`src/rtl/cond_flag_unit_pkg.sv`:
```
// Shared flag/condition types and encodings for the NZCV consumer and its
// condition evaluator (also used by the CSEL/CCMP datapaths).
package cond_flag_unit_pkg;

  typedef logic [3:0] flag_bus_t;
  typedef logic [3:0] cond_bus_t;

  // Flag bit positions inside an NZVC bus
  localparam int FLAG_N = 3;
  localparam int FLAG_Z = 2;
  localparam int FLAG_V = 1;
  localparam int FLAG_C = 0;

  localparam logic TRUE_V  = 1'b1;
  localparam logic FALSE_V = 1'b0;

  // ARMv8 condition field encodings
  localparam cond_bus_t COND_EQ = 4'b0000;
  localparam cond_bus_t COND_NE = 4'b0001;
  localparam cond_bus_t COND_CS = 4'b0010;
  localparam cond_bus_t COND_CC = 4'b0011;
  localparam cond_bus_t COND_MI = 4'b0100;
  localparam cond_bus_t COND_PL = 4'b0101;
  localparam cond_bus_t COND_VS = 4'b0110;
  localparam cond_bus_t COND_VC = 4'b0111;
  localparam cond_bus_t COND_HI = 4'b1000;
  localparam cond_bus_t COND_LS = 4'b1001;
  localparam cond_bus_t COND_GE = 4'b1010;
  localparam cond_bus_t COND_LT = 4'b1011;
  localparam cond_bus_t COND_GT = 4'b1100;
  localparam cond_bus_t COND_LE = 4'b1101;
  localparam cond_bus_t COND_AL = 4'b1110;
  localparam cond_bus_t COND_NV = 4'b1111;

endpackage

```
`src/rtl/cond_flag_unit_cond_eval.sv`:
```
// Purely combinational ARMv8 condition-code evaluator: (cond, nzcv) -> pass.
module cond_eval
  import cond_flag_unit_pkg::*;
(
  input  logic [3:0] cond_i,
  input  logic [3:0] nzcv_i,
  output logic       pass_o
);

  logic w_n;
  logic w_z;
  logic w_v;
  logic w_c;
  logic w_base;

  assign w_n = nzcv_i[FLAG_N];
  assign w_z = nzcv_i[FLAG_Z];
  assign w_v = nzcv_i[FLAG_V];
  assign w_c = nzcv_i[FLAG_C];

  // Even codes test a base predicate; odd codes invert it, except AL/NV which always pass
  always_comb begin
    w_base = TRUE_V;
    case (cond_i[3:1])
      3'b000:  w_base = w_z;
      3'b001:  w_base = w_c;
      3'b010:  w_base = w_n;
      3'b011:  w_base = w_v;
      3'b100:  w_base = w_c & ~w_z;
      3'b101:  w_base = (w_n == w_v);
      3'b110:  w_base = ~w_z & (w_n == w_v);
      default: w_base = TRUE_V;
    endcase
    if (cond_i[3:1] == 3'b111) begin
      pass_o = TRUE_V;
    end else begin
      pass_o = w_base ^ cond_i[0];
    end
  end

endmodule

```
`src/rtl/cond_flag_unit.sv`:
```
// Architectural NZCV register, in-flight flag-setter tracking, and a
// registered condition-query response channel.
module cond_flag_unit
  import cond_flag_unit_pkg::*;
#(
  parameter int CNT_W = 2,
  parameter int TAG_W = 4
) (
  input  logic             clk,
  input  logic             rst,
  input  logic             flags_we_i,
  input  logic [3:0]       flags_i,
  input  logic             fs_issue_i,
  input  logic             flush_i,
  input  logic             req_valid_i,
  output logic             req_ready_o,
  input  logic [3:0]       cond_i,
  input  logic [TAG_W-1:0] req_tag_i,
  output logic             resp_valid_o,
  input  logic             resp_ready_i,
  output logic             cond_pass_o,
  output logic [TAG_W-1:0] resp_tag_o,
  output logic [3:0]       nzcv_o,
  output logic             pending_o,
  output logic             err_o
);

  localparam logic [CNT_W-1:0] CNT_ZERO = '0;
  localparam logic [CNT_W-1:0] CNT_ONE  = {{(CNT_W-1){1'b0}}, 1'b1};
  localparam logic [CNT_W-1:0] CNT_MAX  = '1;

  logic [3:0]       r_nzcv;
  logic [CNT_W-1:0] r_cnt;
  logic             r_err;
  logic             r_resp_valid;
  logic             r_pass;
  logic [TAG_W-1:0] r_tag;

  flag_bus_t w_eff;
  logic      w_dep_ok;
  logic      w_accept;
  logic      w_pass;
  logic      w_ovf;
  logic      w_udf;

  // Current writeback is forwarded to a same-cycle query
  assign w_eff = flags_we_i ? flags_i : r_nzcv;

  // Flags are final when nothing is in flight, or the last in-flight setter writes back now
  assign w_dep_ok = (r_cnt == CNT_ZERO) |
                    ((r_cnt == CNT_ONE) & flags_we_i & ~fs_issue_i);

  assign req_ready_o = w_dep_ok & ~flush_i & (~r_resp_valid | resp_ready_i);
  assign w_accept    = req_valid_i & req_ready_o;

  // Saturation / underflow events; flush takes priority and suppresses both
  assign w_ovf = ~flush_i & fs_issue_i & ~flags_we_i & (r_cnt == CNT_MAX);
  assign w_udf = ~flush_i & flags_we_i & ~fs_issue_i & (r_cnt == CNT_ZERO);

  cond_eval u_cond_eval (
    .cond_i (cond_i),
    .nzcv_i (w_eff),
    .pass_o (w_pass)
  );

  // Architectural flags: writeback is from an older op, so flush does not block it
  always_ff @(posedge clk or posedge rst) begin
    if (rst) begin
      r_nzcv <= 4'b0000;
    end else if (flags_we_i) begin
      r_nzcv <= flags_i;
    end
  end

  // In-flight flag-setter counter with saturation at both ends
  always_ff @(posedge clk or posedge rst) begin
    if (rst) begin
      r_cnt <= CNT_ZERO;
    end else if (flush_i) begin
      r_cnt <= CNT_ZERO;
    end else if (fs_issue_i && flags_we_i) begin
      r_cnt <= r_cnt;
    end else if (fs_issue_i) begin
      if (r_cnt != CNT_MAX) r_cnt <= r_cnt + CNT_ONE;
    end else if (flags_we_i) begin
      if (r_cnt != CNT_ZERO) r_cnt <= r_cnt - CNT_ONE;
    end
  end

  // Sticky counter error, cleared only by reset
  always_ff @(posedge clk or posedge rst) begin
    if (rst) begin
      r_err <= FALSE_V;
    end else if (w_ovf || w_udf) begin
      r_err <= TRUE_V;
    end
  end

  // Response register: load on accept, hold under backpressure, drop on release or flush
  always_ff @(posedge clk or posedge rst) begin
    if (rst) begin
      r_resp_valid <= FALSE_V;
      r_pass       <= FALSE_V;
      r_tag        <= '0;
    end else if (flush_i) begin
      r_resp_valid <= FALSE_V;
    end else if (w_accept) begin
      r_resp_valid <= TRUE_V;
      r_pass       <= w_pass;
      r_tag        <= req_tag_i;
    end else if (resp_ready_i) begin
      r_resp_valid <= FALSE_V;
    end
  end

  assign nzcv_o       = r_nzcv;
  assign pending_o    = (r_cnt != CNT_ZERO);
  assign err_o        = r_err;
  assign resp_valid_o = r_resp_valid;
  assign cond_pass_o  = r_pass;
  assign resp_tag_o   = r_tag;

endmodule

```
`config.mk`:
```
export PLATFORM = sky130hd
export DESIGN_NAME = cond_flag_unit
export DESIGN_NICKNAME = d
export VERILOG_FILES = /design/src/rtl/cond_flag_unit_pkg.sv /design/src/rtl/cond_flag_unit_cond_eval.sv /design/src/rtl/cond_flag_unit.sv
export SDC_FILE = /design/constraint.sdc
export NUM_CORES = 1
export LEC_CHECK = 0
export BUFFER_PORTS_ARGS = -buffer_cell sky130_fd_sc_hd__buf_4
export CAP_MARGIN = 10
export CORE_MARGIN = 1
export CORE_UTILIZATION = 50
export CTS_CLUSTER_SIZE = 16
export DETAILED_ROUTE_END_ITERATION = 10
export GPL_TIMING_DRIVEN = 0
export HOLD_SLACK_MARGIN = 0.03
export PLACE_DENSITY = 0.87
export SYNTH_ARGS = -nofsm -noshare
export SYNTH_HDL_FRONTEND = slang
export SYNTH_SLANG_ARGS = --single-unit
```
`constraint.sdc`:
```
create_clock -name clk -period 2.6 [get_ports clk]
set_input_delay 0.39 -clock clk [delete_from_list [all_inputs] [get_ports clk]]
set_output_delay 0.39 -clock clk [all_outputs]
set_load 0.02 [all_outputs]
```
==> results of run 1 <==
-- layout make-up --
| class | instances | share of cell area [%] |
|---|---|---|
| Clock inverter | 1 | 0.463 |
| Sequential cell | 13 | 30.1 |
| Timing Repair Buffer | 31 | 21.5 |
| Clock buffer | 3 | 2.08 |
| Tap cell | 16 | 1.85 |
| Multi-Input combinational cell | 49 | 41.4 |
| Buffer | 1 | 0.463 |
| Inverter | 6 | 2.08 |
-- metal layers --
metal | wire length (um) | GRT usage [%]
met5 | 0 | 0
met1 | 708 | 24.3
met4 | 42 | 10.6
met2 | 908 | 42.2
met3 | 89 | 4.74
-- worst min path at each step --
stage / start / endpoint / slack [ps] / cells after the start
after floorplan: rst / cond_pass_o$_DFFE_PP0P_ / 270 / 1
after global routing: rst / resp_tag_o[2]$_DFFE_PP0P_ / 180 / 2
final: rst / resp_valid_o$_DFFE_PP0P_ / 130 / 2
after CTS: rst / resp_tag_o[2]$_DFFE_PP0P_ / 140 / 2
after detailed placement: rst / resp_tag_o[2]$_DFFE_PP0P_ / 450 / 2
after global placement: rst / resp_tag_o[3]$_DFFE_PP0P_ / 450 / 2
-- layout by cell type, fill, tap and decap left out, types with 3 or more instances in the layout --
cell,n
buf_4,31
dfrtp_1,13
mux2_2,8
inv_1,6
nand2b_1,3
nor3b_1,3
xnor2_1,3
nand2_1,3
ha_1,3
clkbuf_4,3
-- per-stage QoR --
step | setup slack, ps | utilization (%) | total power [mW]
after floorplan | 777 | - | 0.503
after global placement | 723 | 69.9 | 0.637
after detailed placement | 632 | 69.9 | 0.649
after CTS | 722 | 71.8 | 0.774
after global routing | 662 | 71.8 | 0.820
final | 727 | 71.8 | 0.765
-- cell families after synthesis --
family          Yosys count  synth area share (%)
compound gates           13                  15.2
mux                      12                  19.4
simple gates             18                  13.4
buf+inv                   7                  3.44
fa+ha+maj                 3                  4.69
flops                    13                  40.6
xor+xnor                  3                  3.28
-- power groups by stage --
stage / Clock [mW] / Sequential, mW / Combinational (mW)
floorplan: 0 / 0.354 / 0.149
finish: 0.121 / 0.291 / 0.353
global placement: 0 / 0.292 / 0.345
detailed placement: 0 / 0.296 / 0.354
global route: 0.138 / 0.299 / 0.383
CTS: 0.128 / 0.291 / 0.355
-- sequential cells by signal, summed over array words and instances (netlist names) --
register and cells:
r_cnt 2, resp_tag_o 4, err_o 1, nzcv_o 4, resp_valid_o 1, cond_pass_o 1
==> flow_summary.yaml, run 1 <==
timing:
  slew_violations: 0
  slew-limit-headroom_pct: 67.5
  setup_viol_count_final: 0
  rsz0062_at_grt: "false"
  min_period_over_period_pct: 72.0
  finalCriticalPeriod_ps: 1870
  holdWs_ps: 130
  finalSetupTns_ps: 0
  fmax_mhz: 534
  tightestPinTransition_ps: 486
  hold_viol_final: 0
  finClkSkew_ps: 6.48
placed_design:
  numPortBuffers: 31
  dpl.hpwl_mm: 1.42
  place_inst: 116
  gp_congestion: 0.811
  placed_area_sq_mm: 0.00105
pwr:
  leakage_nw: 0.518
  power.share.switching_pct: 35.9
  ir_drop_mv: 0.480
  pwr-share-seq_pct: 38.1
  pwr_density_cell_mw_per_mm2: 708
  p_clk_share_pct: 15.8
  p_int_mw: 0.491
  comb_power_share_pct: 46.2
  switchingPower_mw: 0.275
run_status:
  status: "completed"
cells_and_area:
  final_nets: 127
  layout.cells.non_filler: 120
  area.growth.synth_to_final_pct: 35.0
  stdcell_area_sq_mm: 0.00108
  fill_cells: 111
  multi_input_area_sq_um: 448
  drive_above_1_share_pct: 46.2
  diodes: 0
  regArea_sq_um: 325
cts:
  cts_hold_buf: 0
  clk_latency_ps: 270
  cts_root_buffer: "clkbuf_4"
  postCtsResizedCells: 0
  h-tree-depth: 1
  cts_tree: "done"
  postCtsSetupBuffers: 0
  cts_buffer_depth: 2
  clk_pin_slew_ps: 80
  cts_buffers: 3
  clock_sinks: 13
synth:
  synth_ff_type: "dfrtp_1"
  synth_top_area_share_pct: 40.6
  synth-edff-count: 0
  syn_nets: 91
  async_flop_share_pct: 100
  synth_cells: 69
  synth_common_cells: "dfrtp_1 (13), mux2_2 (8), inv_1 (6)"
  synth_area_sq_um: 801
  ys_ff_latch: 13
  synth_seq_area_share_pct: 40.6
  avgSynthCellArea_sq_um: 11.6
  synth_area_leaders: "dfrtp_1 (41%), mux2_2 (11%), mux4_2 (5.6%)"
  synth.most_common_cell: "dfrtp_1"
  ys_types: 28
  synth_top_cell_by_area: "dfrtp_1"
  ys_warn_count: 0
setup_path:
  crit_type: "flop to output pin"
  path_depth: 4
  critPathLaunch: "r_cnt[0]$_DFFE_PP0P_"
  worstSetupStartpointType: "flop"
  reg2reg_to: "cond_pass_o$_DFFE_PP0P_"
  ff2ff_path_depth: 5
  cp.arrival_ps: 1480
  cp_slowest_cell: "dfrtp_1"
  endpoint_kind: "output pin"
  path_delay_family: "flip-flops"
  critPathMaxStageDelay_ps: 440
  crit_buf_inv: 1
  path_cells: "ha_1 > and3b_1 > o211a_1 > buf_4"
  required_ps: 2210
  r2r_setup_slack_ps: 730
  worstReg2RegStart: "nzcv_o[1]$_DFF_PP0_"
  crit_fanout: 5
  endpoint: "req_ready_o"
floorplan:
  die_area_sq_mm: 0.00177
  rows: 14
  die_h_um: 42.0
  die_w_um: 42.0
  pin_count: 32
  initial_utilization_pct: 53.2
  core-area_sq_mm: 0.00151
run:
  maxCapViolations: 0
grt:
  grt_pass1_wl_mm: 3.04
  grt.overflow.total: 0
  track_usage_pct: 22.7
  antenna_found_initial: 0
  grt_pass1_vias: 771
  grt_max_degree: 14
route:
  drtAntennaViolNets: 0
  drt-pass1-iter-count: 2
  drc: 0
  routed_wl_mm: 1.75
  viasPerCell: 5.61
  vias: 673
  drt_iter0_drc: 10
  wl_per_cell_um: 14.6
worst_hold_path:
  hold_class: "input port to async pin"
Power figures use the tool's default switching activity.
==> run 2, diff against run 1 <==
CORE_ASPECT_RATIO = 0.75   (was not set)
CORE_UTILIZATION = 42   (was 50)
PLACE_DENSITY = 0.79   (was 0.87)
clock period = 1.62 ns   (was 2.6 ns; I/O delays follow)
==> flow_summary.yaml, run 2 (synthesis gave the netlist of run 1 again) <==
run_status:
  violations: "negative setup slack"
  status: "complete, but fails checks"
pwr:
  pwr_density_cell_mw_per_mm2: 1120
  leakage_nw: 0.587
  ir_drop_mv: 1.32
setup_path:
  crit_fanout: 2
  worstSetupStartpointType: "flop"
  cp.arrival_ps: 1930
  endpoint_kind: "flop"
  crit_type: "flop to flop"
  required_ps: 1800
cts:
  cts_tree: "done"
  clk_pin_slew_ps: 90
  clk_latency_ps: 280
  clock_sinks: 13
  cts_buffers: 3
  cts_root_buffer: "clkbuf_4"
  cts_buffer_depth: 2
  h-tree-depth: 1
cells_and_area:
  layout_commonest_cell: "buf_4"
  layout.cells.non_filler: 134
  area.growth.synth_to_final_pct: 53.7
  fill_cells: 133
  diodes: 0
  drive_above_1_share_pct: 57.1
  final_nets: 135
  final_cell_mix: "buf_4 (36), dfrtp_1 (11), inv_1 (5)"
grt:
  grt_max_degree: 14
  grt.overflow.total: 0
  antenna_found_initial: 0
  track_usage_pct: 19.8
  grt_pass1_vias: 644
  grt_pass1_wl_mm: 2.79
placed_design:
  place_inst: 122
  dpl.hpwl_mm: 1.36
  numPortBuffers: 31
  dpl_worst_slack_ps: -184
  gp_congestion: 0.850
timing:
  min_period_over_period_pct: 108
  setup_viol_count_final: 6
  finClkSkew_ps: 1.74
  fmax_mhz: 571
  slew-limit-headroom_pct: 67.1
  slew_violations: 0
  rsz0062_at_grt: "true"
  tightestPinTransition_ps: 493
  hold_viol_final: 0
  finalCriticalPeriod_ps: 1750
  fin_ws_ps: -131
floorplan:
  die_area_sq_mm: 0.00209
  pin_count: 32
  initial_utilization_pct: 45.6
  die_w_um: 52.4
  core-area_sq_mm: 0.00176
  die_h_um: 39.8
  rows: 13
run:
  maxCapViolations: 0
route:
  routed_wl_mm: 1.95
  drt_iter0_drc: 11
  drt-pass1-iter-count: 2
  vias: 701
  drc: 0
  viasPerCell: 5.23
  drtAntennaViolNets: 0
  wl_per_cell_um: 14.5
worst_hold_path:
  hold_class: "input port to flop"
==> run 2: changes by cell type in the layout (fill, tap and decap cells not counted), sizes merged <==
cell | previous run | this run
dlygate4sd3 | 0 | 1
buf | 32 | 39
==> run 2: per-layer routing <==
metal  track usage [%]  vias to the layer above  share of wire [%]
met5                 0                        -                  0
met4              1.97                        0                  0
met3              6.98                        0                3.3
met2              32.9                       18                 50
met1              25.5                      346                 47
li1                  -                      337                  -
==> run 2: critical path: stages, from the launching register on <==
cell,delay (ps)
dfrtp_2,430
xnor2_2,140
mux4_2,510
a2111oi_4,300
mux2i_1,110
and3_1,150
==> run 2: through the flow <==
step           instance area [sq um]  utilization [%]  TNS [ps]  hold WS [ps]  power [mW]
2_1_floorplan                    803                -     -91.7           120       0.809
6_report                        1230             70.1      -456           189        1.38
3_5_place_dp                    1060             60.5      -355           304        1.04
5_1_grt                         1230             70.1      -732           178        1.45
3_3_place_gp                    1060             60.5      -124           296        1.03
4_1_cts                         1200             68.5      -501           186        1.35
==> run 2: where the power goes <==
| group | leakage (nW) | total (mW) | internal (mW) | switching, mW |
|---|---|---|---|---|
| clock | 0.0177 | 0.209 | 0.0916 | 0.118 |
| sequential | 0.150 | 0.476 | 0.416 | 0.0596 |
| combinational | 0.419 | 0.696 | 0.370 | 0.326 |
| total | 0.587 | 1.38 | 0.878 | 0.504 |
==> run 2: cell type report <==
class / instances / area (sq um) / share of cell area, %
buffer: 1 / 5.00 / 0.407
clock buffer: 3 / 22.5 / 1.83
clock inverter: 1 / 5.00 / 0.407
inverter: 6 / 22.5 / 1.83
multi-input combinational: 49 / 509 / 41.4
sequential: 13 / 328 / 26.6
tap: 22 / 27.5 / 2.24
timing repair buffer: 39 / 312 / 25.3
==> run 2: final timing paths <==
| path | start | to | slack, ps | cells after the start |
|---|---|---|---|---|
| worst min-delay path | req_tag_i[3] | resp_tag_o[3]$_DFFE_PP0P_ | 190 | 2 |
| worst min register to register | err_o$_DFFE_PP0P_ | err_o$_DFFE_PP0P_ | 460 | 1 |
| max in group asynchronous | rst | nzcv_o[3]$_DFF_PP0_ | 730 | 3 |
| worst max register to register | nzcv_o[3]$_DFF_PP0_ | cond_pass_o$_DFFE_PP0P_ | -130 | 5 |
| worst max-delay path | nzcv_o[3]$_DFF_PP0_ | cond_pass_o$_DFFE_PP0P_ | -130 | 5 |
| min in group asynchronous | rst | resp_tag_o[0]$_DFFE_PP0P_ | 540 | 3 |
==> run 2: repair_timing <==
item,4_1_cts,5_1_grt
hold endpoints to repair,13,0
endpoints found under the setup margin,7,8
resized for setup,10,4
buffers inserted,6,1
hold buffers,1,0
pin swaps,1,3
